==> src/rtl/spi_flash_pkg.sv <==
// Shared types and constants for the SPI flash operation sequencer.
// Optional feature macro: SPI_FAST_READ_EN (fast read with dummy cycles).
package spi_flash_pkg;

  typedef enum logic [1:0] {
    OP_READ    = 2'd0,
    OP_PROGRAM = 2'd1,
    OP_ERASE   = 2'd2,
    OP_STATUS  = 2'd3
  } op_code_e;

  typedef enum logic [3:0] {
    ST_IDLE      = 4'd0,
    ST_WREN_REQ  = 4'd1,
    ST_WREN_WAIT = 4'd2,
    ST_MAIN_REQ  = 4'd3,
    ST_MAIN_WAIT = 4'd4,
    ST_POLL_GAP  = 4'd5,
    ST_POLL_REQ  = 4'd6,
    ST_POLL_WAIT = 4'd7,
    ST_DONE      = 4'd8
  } state_e;

  localparam logic [7:0] CMD_WREN      = 8'h06;
  localparam logic [7:0] CMD_PP        = 8'h02;
  localparam logic [7:0] CMD_SE        = 8'h20;
  localparam logic [7:0] CMD_RDSR      = 8'h05;
  localparam logic [7:0] CMD_READ      = 8'h03;
  localparam logic [7:0] CMD_FAST_READ = 8'h0B;

  localparam int STATUS_WIP_BIT = 0;

  // Request fields presented to the SPI master controller (address bus
  // itself is derived from address_valid in the top).
  typedef struct packed {
    logic [7:0] command;
    logic       read_write_n;
    logic       address_valid;
    logic       dummy_valid;
    logic       data_valid;
    logic [2:0] dummy_cycles;
    logic [7:0] data_bytes;
  } req_fields_t;

  // Read-status access: used for both the STATUS op and every poll.
  localparam req_fields_t RDSR_FIELDS = '{
    command:       CMD_RDSR,
    read_write_n:  1'b1,
    address_valid: 1'b0,
    dummy_valid:   1'b0,
    data_valid:    1'b1,
    dummy_cycles:  3'd0,
    data_bytes:    8'd0
  };

endpackage

==> src/rtl/spi_flash_sequencer_poll_timer.sv <==
// Poll gap down-counter and saturating poll counter for program/erase
// completion polling.
module spi_flash_poll_timer
  import spi_flash_pkg::*;
#(
  parameter int POLL_GAP   = 64,
  parameter int POLL_LIMIT = 1024
) (
  input  logic i_clk,
  input  logic i_reset,
  input  logic i_gap_load,
  input  logic i_gap_run,
  input  logic i_poll_clear,
  input  logic i_poll_inc,
  output logic o_gap_done,
  output logic o_poll_last
);

  localparam logic [15:0] GAP_LOAD = 16'(POLL_GAP - 1);
  localparam logic [15:0] LIMIT_M1 = 16'(POLL_LIMIT - 1);

  logic [15:0] r_gap_cnt;
  logic [15:0] r_poll_cnt;

  // Gap timer: loaded with gap-1 on entry, terminal count at zero.
  always_ff @(posedge i_clk) begin
    if (i_reset) begin
      r_gap_cnt <= '0;
    end else if (i_gap_load) begin
      r_gap_cnt <= GAP_LOAD;
    end else if (i_gap_run && (r_gap_cnt != '0)) begin
      r_gap_cnt <= r_gap_cnt - 16'd1;
    end
  end

  // Poll counter: counts completed polls, saturating at all-ones.
  always_ff @(posedge i_clk) begin
    if (i_reset) begin
      r_poll_cnt <= '0;
    end else if (i_poll_clear) begin
      r_poll_cnt <= '0;
    end else if (i_poll_inc && (r_poll_cnt != 16'hFFFF)) begin
      r_poll_cnt <= r_poll_cnt + 16'd1;
    end
  end

  assign o_gap_done  = (r_gap_cnt == '0);
  // True while the poll in flight is the one that will reach the limit.
  assign o_poll_last = (r_poll_cnt >= LIMIT_M1);

endmodule

==> src/rtl/spi_flash_sequencer.sv <==
// SPI flash operation sequencer: expands host operations into
// write-enable / main command / status-poll controller accesses.
// Optional feature macro: SPI_FAST_READ_EN (READ uses 0Bh + 8 dummy cycles).
//
// state      | meaning
// IDLE       | ready for a host operation
// WREN_REQ   | request write-enable access
// WREN_WAIT  | wait for write-enable completion
// MAIN_REQ   | request main command access
// MAIN_WAIT  | wait for main command completion
// POLL_GAP   | idle between status polls
// POLL_REQ   | request status poll
// POLL_WAIT  | wait for poll completion, decide on WIP bit
// DONE       | one-cycle completion report
module spi_flash_sequencer
  import spi_flash_pkg::*;
#(
  parameter int POLL_GAP   = 64,
  parameter int POLL_LIMIT = 1024
) (
  input  logic        i_clk,
  input  logic        i_reset,
  input  logic        i_op_valid,
  output logic        o_op_ready,
  input  logic [1:0]  i_op_code,
  input  logic [23:0] i_op_address,
  input  logic [7:0]  i_op_length,
  output logic        o_op_done,
  output logic        o_op_error,
  output logic [7:0]  o_op_status,
  output logic        o_access_request,
  output logic        o_read_write_n,
  output logic [7:0]  o_command,
  output logic [31:0] o_address,
  output logic [1:0]  o_address_bytes,
  output logic        o_address_valid,
  output logic        o_dummy_valid,
  output logic        o_data_valid,
  output logic [2:0]  o_dummy_cycles,
  output logic [7:0]  o_data_bytes,
  input  logic        i_access_complete,
  input  logic        i_spi_rx_we,
  input  logic [7:0]  i_spi_rx_data
);

  localparam bit GAP_EN = (POLL_GAP != 0);

  state_e      r_state;
  state_e      w_state_next;
  op_code_e    r_op;
  logic [23:0] r_op_address;
  logic [7:0]  r_op_length;
  logic        r_error;
  logic [7:0]  r_op_status;

  logic        w_accept;
  logic        w_err_set;
  logic        w_gap_load;
  logic        w_gap_run;
  logic        w_poll_clear;
  logic        w_poll_inc;
  logic        w_gap_done;
  logic        w_poll_last;
  logic        w_wip;
  logic        w_capture;
  logic        w_is_pe;
  req_fields_t w_fields;

  spi_flash_poll_timer #(
    .POLL_GAP   (POLL_GAP),
    .POLL_LIMIT (POLL_LIMIT)
  ) u_poll_timer (
    .i_clk        (i_clk),
    .i_reset      (i_reset),
    .i_gap_load   (w_gap_load),
    .i_gap_run    (w_gap_run),
    .i_poll_clear (w_poll_clear),
    .i_poll_inc   (w_poll_inc),
    .o_gap_done   (w_gap_done),
    .o_poll_last  (w_poll_last)
  );

  assign w_accept = (r_state == ST_IDLE) && i_op_valid;
  assign w_is_pe  = (r_op == OP_PROGRAM) || (r_op == OP_ERASE);
  // A status byte arriving with the completion pulse is used directly.
  assign w_wip    = i_spi_rx_we ? i_spi_rx_data[STATUS_WIP_BIT]
                                : r_op_status[STATUS_WIP_BIT];
  assign w_capture = i_spi_rx_we &&
                     (((r_state == ST_MAIN_WAIT) && (r_op == OP_STATUS)) ||
                      (r_state == ST_POLL_WAIT));

  // State register.
  always_ff @(posedge i_clk) begin
    if (i_reset) begin
      r_state <= ST_IDLE;
    end else begin
      r_state <= w_state_next;
    end
  end

  // Next-state logic and timer controls.
  always_comb begin
    w_state_next = r_state;
    w_gap_load   = 1'b0;
    w_gap_run    = 1'b0;
    w_poll_clear = 1'b0;
    w_poll_inc   = 1'b0;
    w_err_set    = 1'b0;
    case (r_state)
      ST_IDLE: begin
        if (i_op_valid) begin
          if ((i_op_code == OP_PROGRAM) || (i_op_code == OP_ERASE)) begin
            w_state_next = ST_WREN_REQ;
          end else begin
            w_state_next = ST_MAIN_REQ;
          end
        end
      end
      ST_WREN_REQ:  w_state_next = ST_WREN_WAIT;
      ST_WREN_WAIT: if (i_access_complete) w_state_next = ST_MAIN_REQ;
      ST_MAIN_REQ:  w_state_next = ST_MAIN_WAIT;
      ST_MAIN_WAIT: begin
        if (i_access_complete) begin
          if (w_is_pe) begin
            w_poll_clear = 1'b1;
            w_gap_load   = GAP_EN;
            w_state_next = GAP_EN ? ST_POLL_GAP : ST_POLL_REQ;
          end else begin
            w_state_next = ST_DONE;
          end
        end
      end
      ST_POLL_GAP: begin
        w_gap_run = 1'b1;
        if (w_gap_done) w_state_next = ST_POLL_REQ;
      end
      ST_POLL_REQ:  w_state_next = ST_POLL_WAIT;
      ST_POLL_WAIT: begin
        if (i_access_complete) begin
          w_poll_inc = 1'b1;
          if (!w_wip) begin
            w_state_next = ST_DONE;
          end else if (w_poll_last) begin
            w_err_set    = 1'b1;
            w_state_next = ST_DONE;
          end else begin
            w_gap_load   = GAP_EN;
            w_state_next = GAP_EN ? ST_POLL_GAP : ST_POLL_REQ;
          end
        end
      end
      ST_DONE:  w_state_next = ST_IDLE;
      default:  w_state_next = ST_IDLE;
    endcase
  end

  // Operation latch and error flag.
  always_ff @(posedge i_clk) begin
    if (i_reset) begin
      r_op         <= OP_READ;
      r_op_address <= '0;
      r_op_length  <= '0;
      r_error      <= 1'b0;
    end else if (w_accept) begin
      r_op         <= op_code_e'(i_op_code);
      r_op_address <= i_op_address;
      r_op_length  <= i_op_length;
      r_error      <= 1'b0;
    end else if (w_err_set) begin
      r_error      <= 1'b1;
    end
  end

  // Status byte capture, held until the next capture.
  always_ff @(posedge i_clk) begin
    if (i_reset) begin
      r_op_status <= '0;
    end else if (w_capture) begin
      r_op_status <= i_spi_rx_data;
    end
  end

  // Request field decode; fields stay stable for the whole REQ/WAIT pair.
  always_comb begin
    w_fields = '0;
    case (r_state)
      ST_WREN_REQ, ST_WREN_WAIT: w_fields.command = CMD_WREN;
      ST_MAIN_REQ, ST_MAIN_WAIT: begin
        case (r_op)
          OP_READ: begin
`ifdef SPI_FAST_READ_EN
            w_fields.command      = CMD_FAST_READ;
            w_fields.dummy_valid  = 1'b1;
            w_fields.dummy_cycles = 3'd7;
`else
            w_fields.command      = CMD_READ;
`endif
            w_fields.address_valid = 1'b1;
            w_fields.data_valid    = 1'b1;
            w_fields.read_write_n  = 1'b1;
            w_fields.data_bytes    = r_op_length;
          end
          OP_PROGRAM: begin
            w_fields.command       = CMD_PP;
            w_fields.address_valid = 1'b1;
            w_fields.data_valid    = 1'b1;
            w_fields.data_bytes    = r_op_length;
          end
          OP_ERASE: begin
            w_fields.command       = CMD_SE;
            w_fields.address_valid = 1'b1;
          end
          default: w_fields = RDSR_FIELDS;
        endcase
      end
      ST_POLL_REQ, ST_POLL_WAIT: w_fields = RDSR_FIELDS;
      default: ;
    endcase
  end

  assign o_op_ready       = (r_state == ST_IDLE) && !i_reset;
  assign o_op_done        = (r_state == ST_DONE);
  assign o_op_error       = (r_state == ST_DONE) && r_error;
  assign o_op_status      = r_op_status;
  assign o_access_request = (r_state == ST_WREN_REQ) || (r_state == ST_MAIN_REQ) ||
                            (r_state == ST_POLL_REQ);
  assign o_command        = w_fields.command;
  assign o_read_write_n   = w_fields.read_write_n;
  assign o_address_valid  = w_fields.address_valid;
  assign o_dummy_valid    = w_fields.dummy_valid;
  assign o_data_valid     = w_fields.data_valid;
  assign o_dummy_cycles   = w_fields.dummy_cycles;
  assign o_data_bytes     = w_fields.data_bytes;
  assign o_address        = w_fields.address_valid ? {8'h00, r_op_address} : 32'h0;
  assign o_address_bytes  = w_fields.address_valid ? 2'd2 : 2'd0;

endmodule

==> config.mk <==
export PLATFORM = sky130hd
export DESIGN_NAME = spi_flash_sequencer
export DESIGN_NICKNAME = d
export VERILOG_FILES = /design/src/rtl/spi_flash_pkg.sv /design/src/rtl/spi_flash_sequencer_poll_timer.sv /design/src/rtl/spi_flash_sequencer.sv
export SDC_FILE = /design/constraint.sdc
export NUM_CORES = 1
export LEC_CHECK = 0
export CAP_MARGIN = 30
export CORE_MARGIN = 1
export CORE_UTILIZATION = 48
export CTS_CLUSTER_DIAMETER = 40
export DETAILED_ROUTE_END_ITERATION = 8
export GPL_TIMING_DRIVEN = 0
export PLACE_DENSITY = 0.84
export SETUP_SLACK_MARGIN = 0.02
export SLEW_MARGIN = 20
export SYNTH_ARGS = -nofsm -noshare
export SYNTH_HDL_FRONTEND = slang
export SYNTH_HIERARCHICAL = 1
export SYNTH_SLANG_ARGS = --single-unit
==> constraint.sdc <==
create_clock -name i_clk -period 3.3 [get_ports i_clk]
set_clock_uncertainty 0.05 [all_clocks]
set_input_delay 0.33 -clock i_clk [delete_from_list [all_inputs] [get_ports i_clk]]
set_output_delay 0.33 -clock i_clk [all_outputs]
set_load 0.01 [all_outputs]
### After elaboration in Yosys (flattened, before gate mapping)

Index checks and enable logic that the tools add are counted.

* order comparisons: 1
* add/sub/neg operators: 2
* reductions and logical operators: 28
* eq/ne operators: 19
* mux-type cells: 36

Operators with widths (number)
* 4-bit two-way mux: 8
* 4-bit one-hot mux with 8 select lines: 1
* 15-bit one-hot mux with 2 select lines: 1
* 24-bit two-way mux: 1
* 8-bit one-hot mux with 3 select lines: 1
* 6-bit one-hot mux with 3 select lines: 1
* 1-bit two-way mux: 17
* 16-bit by 1-bit adder with 16-bit output, second input constant: 1
* 4-bit by 3-bit == test with 1-bit output, second input constant: 4
* 16-bit by 10-bit >= comparator with 1-bit output, second input constant: 1
* 16-bit logical NOT: 1
* 16-bit != test, second input constant: 1
* 16-bit nonzero test: 1
* 2-bit OR reduction: 8
* 16-bit by 1-bit subtractor with 16-bit output, second input constant: 1
* 6-bit two-way mux: 2
* 4-bit by 2-bit == test with 1-bit output, second input constant: 2
* 8-bit two-way mux: 1
* 2-bit != test, second input constant: 4
* 1-bit logical AND: 7
* 2-bit == test, second input constant: 3
* 1-bit logical OR: 5
* 5-bit AND reduction: 1
* 2-bit by 1-bit == test with 1-bit output, second input constant: 2
* 10 further kinds: 11

* input port bits: 47
* bits in registers: 79
* output and inout port bits: 69
* logic and storage cells: 95

### Logic depth before layout (Yosys ltp)

* depth in word-level cells: 6
* mapped depth: 11

### By module

The synthesis kept the hierarchy.

By module, submodules not included
* spi_flash_sequencer: area an instance 2471.1 um2, instances 1, cells each 325, sequential area each 940.9 um2
* spi_flash_poll_timer: area an instance 1624.1 um2, instances 1, cells each 196, sequential area each 640.6 um2

### Least setup slack after synthesis

OpenSTA, ideal clock, no wires.

* kind: register to register
* start: reg u_poll_timer.r_gap_cnt[5]
* end: reg r_state[3]
* arrival time: 2.175 ns
* stages on the path, launching flop included: 8
* required time: 3.158 ns
* setup time: 0.092 ns
* buffers on the path: 0
* slack: 0.984 ns
* path through: dfxtp_1 -> or4_1 -> or4b_4 -> nor2_1 -> and3b_1 -> o21ai_0 -> o31ai_2 -> nor4_1

* cells in the longest elaborated chain, start to end: 3

RTL lines
* start, declared: line spi_flash_sequencer_poll_timer.sv:22 `logic [15:0] r_gap_cnt;`
* start signal, assigned: line spi_flash_sequencer_poll_timer.sv:32 `r_gap_cnt <= r_gap_cnt - 16'd1;`
* 16-bit logical NOT: line spi_flash_sequencer_poll_timer.sv:47 `assign o_gap_done = (r_gap_cnt == '0);`
* net w_gap_done: line spi_flash_sequencer.sv:62 `logic w_gap_done;`
* 2-bit by 1-bit != test with 1-bit output (no source line)
* 5-bit AND reduction (no source line)
* end signal, assigned: line spi_flash_sequencer.sv:97 `r_state <= w_state_next;`
* end, declared: line spi_flash_sequencer.sv:48 `state_e r_state;`

The timed path passes the listed nets, and every way through them passes these cells.
A chain may end at the register's enable or synchronous reset.

### Final worst setup path

* start: reg r_state[2]
* end: out o_address[10]

* cells in the longest elaborated chain, start to end: 4

RTL lines
* 4-bit by 3-bit == test with 1-bit output / 4-bit by 2-bit == test with 1-bit output (equally long branches): line spi_flash_sequencer.sv:186 `case (r_state)`
* 2-bit OR reduction: line spi_flash_sequencer.sv:186
* 15-bit one-hot mux with 2 select lines (*): line spi_flash_sequencer.sv:186
* 24-bit two-way mux (*): line spi_flash_sequencer.sv:234 `assign o_address = w_fields.address_valid ? {8'h00, r_op_address} : 32'h0;`
* end, declared: line spi_flash_sequencer.sv:34 `output logic [31:0] o_address,`

Mark *: on every way between the ends. The rest lies on a longest branch, timed or not.

==> results.toml <==
[clock_tree]
tritoncts = "built"
ctsHoldBuffers = 0
cts.repair.resized = 0
cts_root_buffer = "clkbuf_8"
postCtsSetupBuffers = 0
numCtsBuffers = 9
cts.sinks = 79
cts_max_path_buffers = 2
worstSkewPairLatency_ns = 0.35
htree_levels = 3
cts.clk_slew.worst_paths_ns = 0.07

[layout]
post-route-util_pct = 66.3
syn_to_final_growth_pct = 32.9
layout-drive-gt1-share_pct = 8.15
layout_common_cells = "clkdlybuf4s50_1, nand2_1, dfxtp_1, nor2_1, a21oi_1"
mostFrequentLayoutCell = "clkdlybuf4s50_1"
insertedDiodeCount = 0
final_cell_area_um2 = 5440
num-fill-cells = 693
finalNetCount = 700

[sta]
period_share_pct = 94.7
min_period_ns = 3.13
max_slew_margin_pct = 39.2
tns_ns = 0
setup_viol = 0
whs_ns = 0.402
hold_viol = 0
slew_violations = 0
max_freq_mhz = 320
tightestPinTransition_ns = 0.910
grt_setup_unrepaired = "true"

[synth]
synth_edf_count = 0
avgSynthCellArea_um2 = 7.86
ys_top_cells_by_area = "dfxtp_1, nand2_1, a21oi_1, and2_1, nor2_1"
ys_async_sr_fraction_pct = 0
synth.yosys.seq_area_share_pct = 38.6
yosysTopAreaCellShare_pct = 38.6
yosysWarningCount = 6
syn_area_um2 = 4100
synth_top_cell_by_area = "dfxtp_1"
syn_inst = 521
ys.flop_type = "dfxtp_1"
ys_ff_latch = 79
synth.distinct_cells = 50

[placement]
placement.io_buffers = 98
gp_congestion = 0.908
place_area_um2 = 5270
dp_hpwl_um = 7330

[pwr]
switching_share_pct = 33.7
internal_power_mw = 1.74
irDropWorstVdd_mv = 0.240
p_clk_share_pct = 23.7
comb_power_share_pct = 34.7
leakagePower_nw = 2.05
switching_power_mw = 0.884
totalPowerFinal_mw = 2.62
p_per_area_nw_per_um2 = 482
pwr-share-seq_pct = 41.6

[die]
fp.coreArea_um2 = 8220
start_util_pct = 49.8
num_io_pins = 116
fp.dieH_um = 94.4
die_x_um = 94.4
num_rows = 33
dieArea_um2 = 8900

[worst_setup_path]
cp-endpoint = "o_address[10]"
timing.rr.start = "r_state[0]$_SDFFE_PP0P_"
rrSetupSlack_ns = 0.59
r2r_cells = 8
rr_endpoint = "u_poll_timer/r_gap_cnt[8]$_SDFFE_PP0P_"
crit_required_ns = 2.92
cp.arrival_ns = 2.75
end_kind = "output port"
cp-start-kind = "register"
crit_path_start = "r_state[2]$_SDFFE_PP0P_"
worstPathMaxFanout = 10
path_class = "reg2out"

[global_route]
grt_pass1_wl_um = 15900
overflow = 0
grt.total_usage_pct = 22.5
grt_max_degree = 13
first_global_vias = 3671
antenna_found_initial = 0

[min_path]
min_path_type = "reg2reg"
hp-start = "r_op_address[6]$_SDFFE_PP0P_"

[route]
vias = 3883
vias_per_cell = 5.14
drt_iter0_markers = 190
routed_wl_um = 9730
drc = 0
drt_first_pass_iters = 4
drt-wirelength-per-cell_um = 12.9
ant_nets = 0

[flow_run]
cap_violations = 0

[run_status]
status = "finished clean"
power groups by stage:
stage / clock, mW / combinational, mW / sequential [mW]
6_report: 0.622 / 0.911 / 1.09
4_1_cts: 0.635 / 0.902 / 1.09
3_5_place_dp: 0 / 0.897 / 1.11
3_3_place_gp: 0 / 0.877 / 1.11
5_1_grt: 0.682 / 1.01 / 1.11
2_1_floorplan: 0 / 0.567 / 1.10
synth_stat cells (all sizes together) (5+ instances only):
library cell	number
or2	5
mux2i	15
nor3	9
o21ai	11
ha	7
buf	28
dfxtp	79
nand2	91
nor4	13
xor2	11
nand3	15
clkbuf	16
a211oi	7
and2	34
xnor2	11
nor2	55
a21oi	52
inv	9
or3	5
per-layer routing:
layer  vias to the layer above  global-route usage, %  wire length [um]
met2                       105                   41.4              4940
met1                      1790                   25.2              4070
li1                       1974                      -                 -
met5                         -                      0                 0
met3                        14                   4.91               570
met4                         0                   8.33               153
registers in the layout, summed over array words and instances (netlist names):
name / count
u_poll_timer/r_poll_cnt: 16
o_op_status: 8
r_state: 4
r_op_length: 8
u_poll_timer/r_gap_cnt: 16
r_error: 1
r_op_address: 24
r_op: 2
final cells by class:
type / instances / area [um^2] / share of cell area (%)
Sequential cell: 79 / 1580 / 29.1
Tap cell: 105 / 131 / 2.41
Clock inverter: 4 / 22.5 / 0.414
Timing Repair Buffer: 98 / 981 / 18.0
Clock buffer: 11 / 141 / 2.60
Buffer: 44 / 255 / 4.69
Multi-Input combinational cell: 405 / 2300 / 42.2
Inverter: 9 / 33.8 / 0.621
stage by stage:
| stage | worst slack (ns) | std cells |
|---|---|---|
| after floorplan | 0.984 | 537 |
| after global placement | 0.528 | 740 |
| after detailed placement | 0.495 | 740 |
| after CTS | 0.113 | 755 |
| after global routing | -0.0142 | 755 |
| final | 0.174 | 755 |
critical path, stage by stage, from the launching register on:
cell and delay, ns:
dfxtp_1 0.31, buf_2 0.17, or3b_1 0.47, a211oi_4 0.40, clkbuf_1 0.33, and2_1 0.19, clkdlybuf4s50_1 0.53
worst min path at each step:
stage / endpoint / slack (ns) / cells past startpoint
5_1_grt: r_op_length[0]$_SDFFE_PP0P_ / 0.43 / 2
3_3_place_gp: r_op_length[6]$_SDFFE_PP0P_ / 0.39 / 2
2_1_floorplan: r_op_address[0]$_SDFFE_PP0P_ / 0.38 / 2
3_5_place_dp: r_op_address[23]$_SDFFE_PP0P_ / 0.39 / 2
6_report: r_op_address[6]$_SDFFE_PP0P_ / 0.40 / 2
4_1_cts: r_op_address[6]$_SDFFE_PP0P_ / 0.40 / 2
cell families after synthesis:
| family | count (synthesis) | share of synthesized area (%) |
|---|---|---|
| AO/OA/AOI/OAI | 86 | 13.0 |
| multiplexers | 16 | 3.94 |
| adder cells (fa/ha/maj) | 7 | 2.14 |
| buffers and inverters | 53 | 7.06 |
| AND/OR/NAND/NOR | 257 | 30.5 |
| flip-flops | 79 | 38.6 |
| XOR/XNOR | 22 | 4.71 |
| other | 1 | 0.0916 |
(Power assumes the default switching activity.)
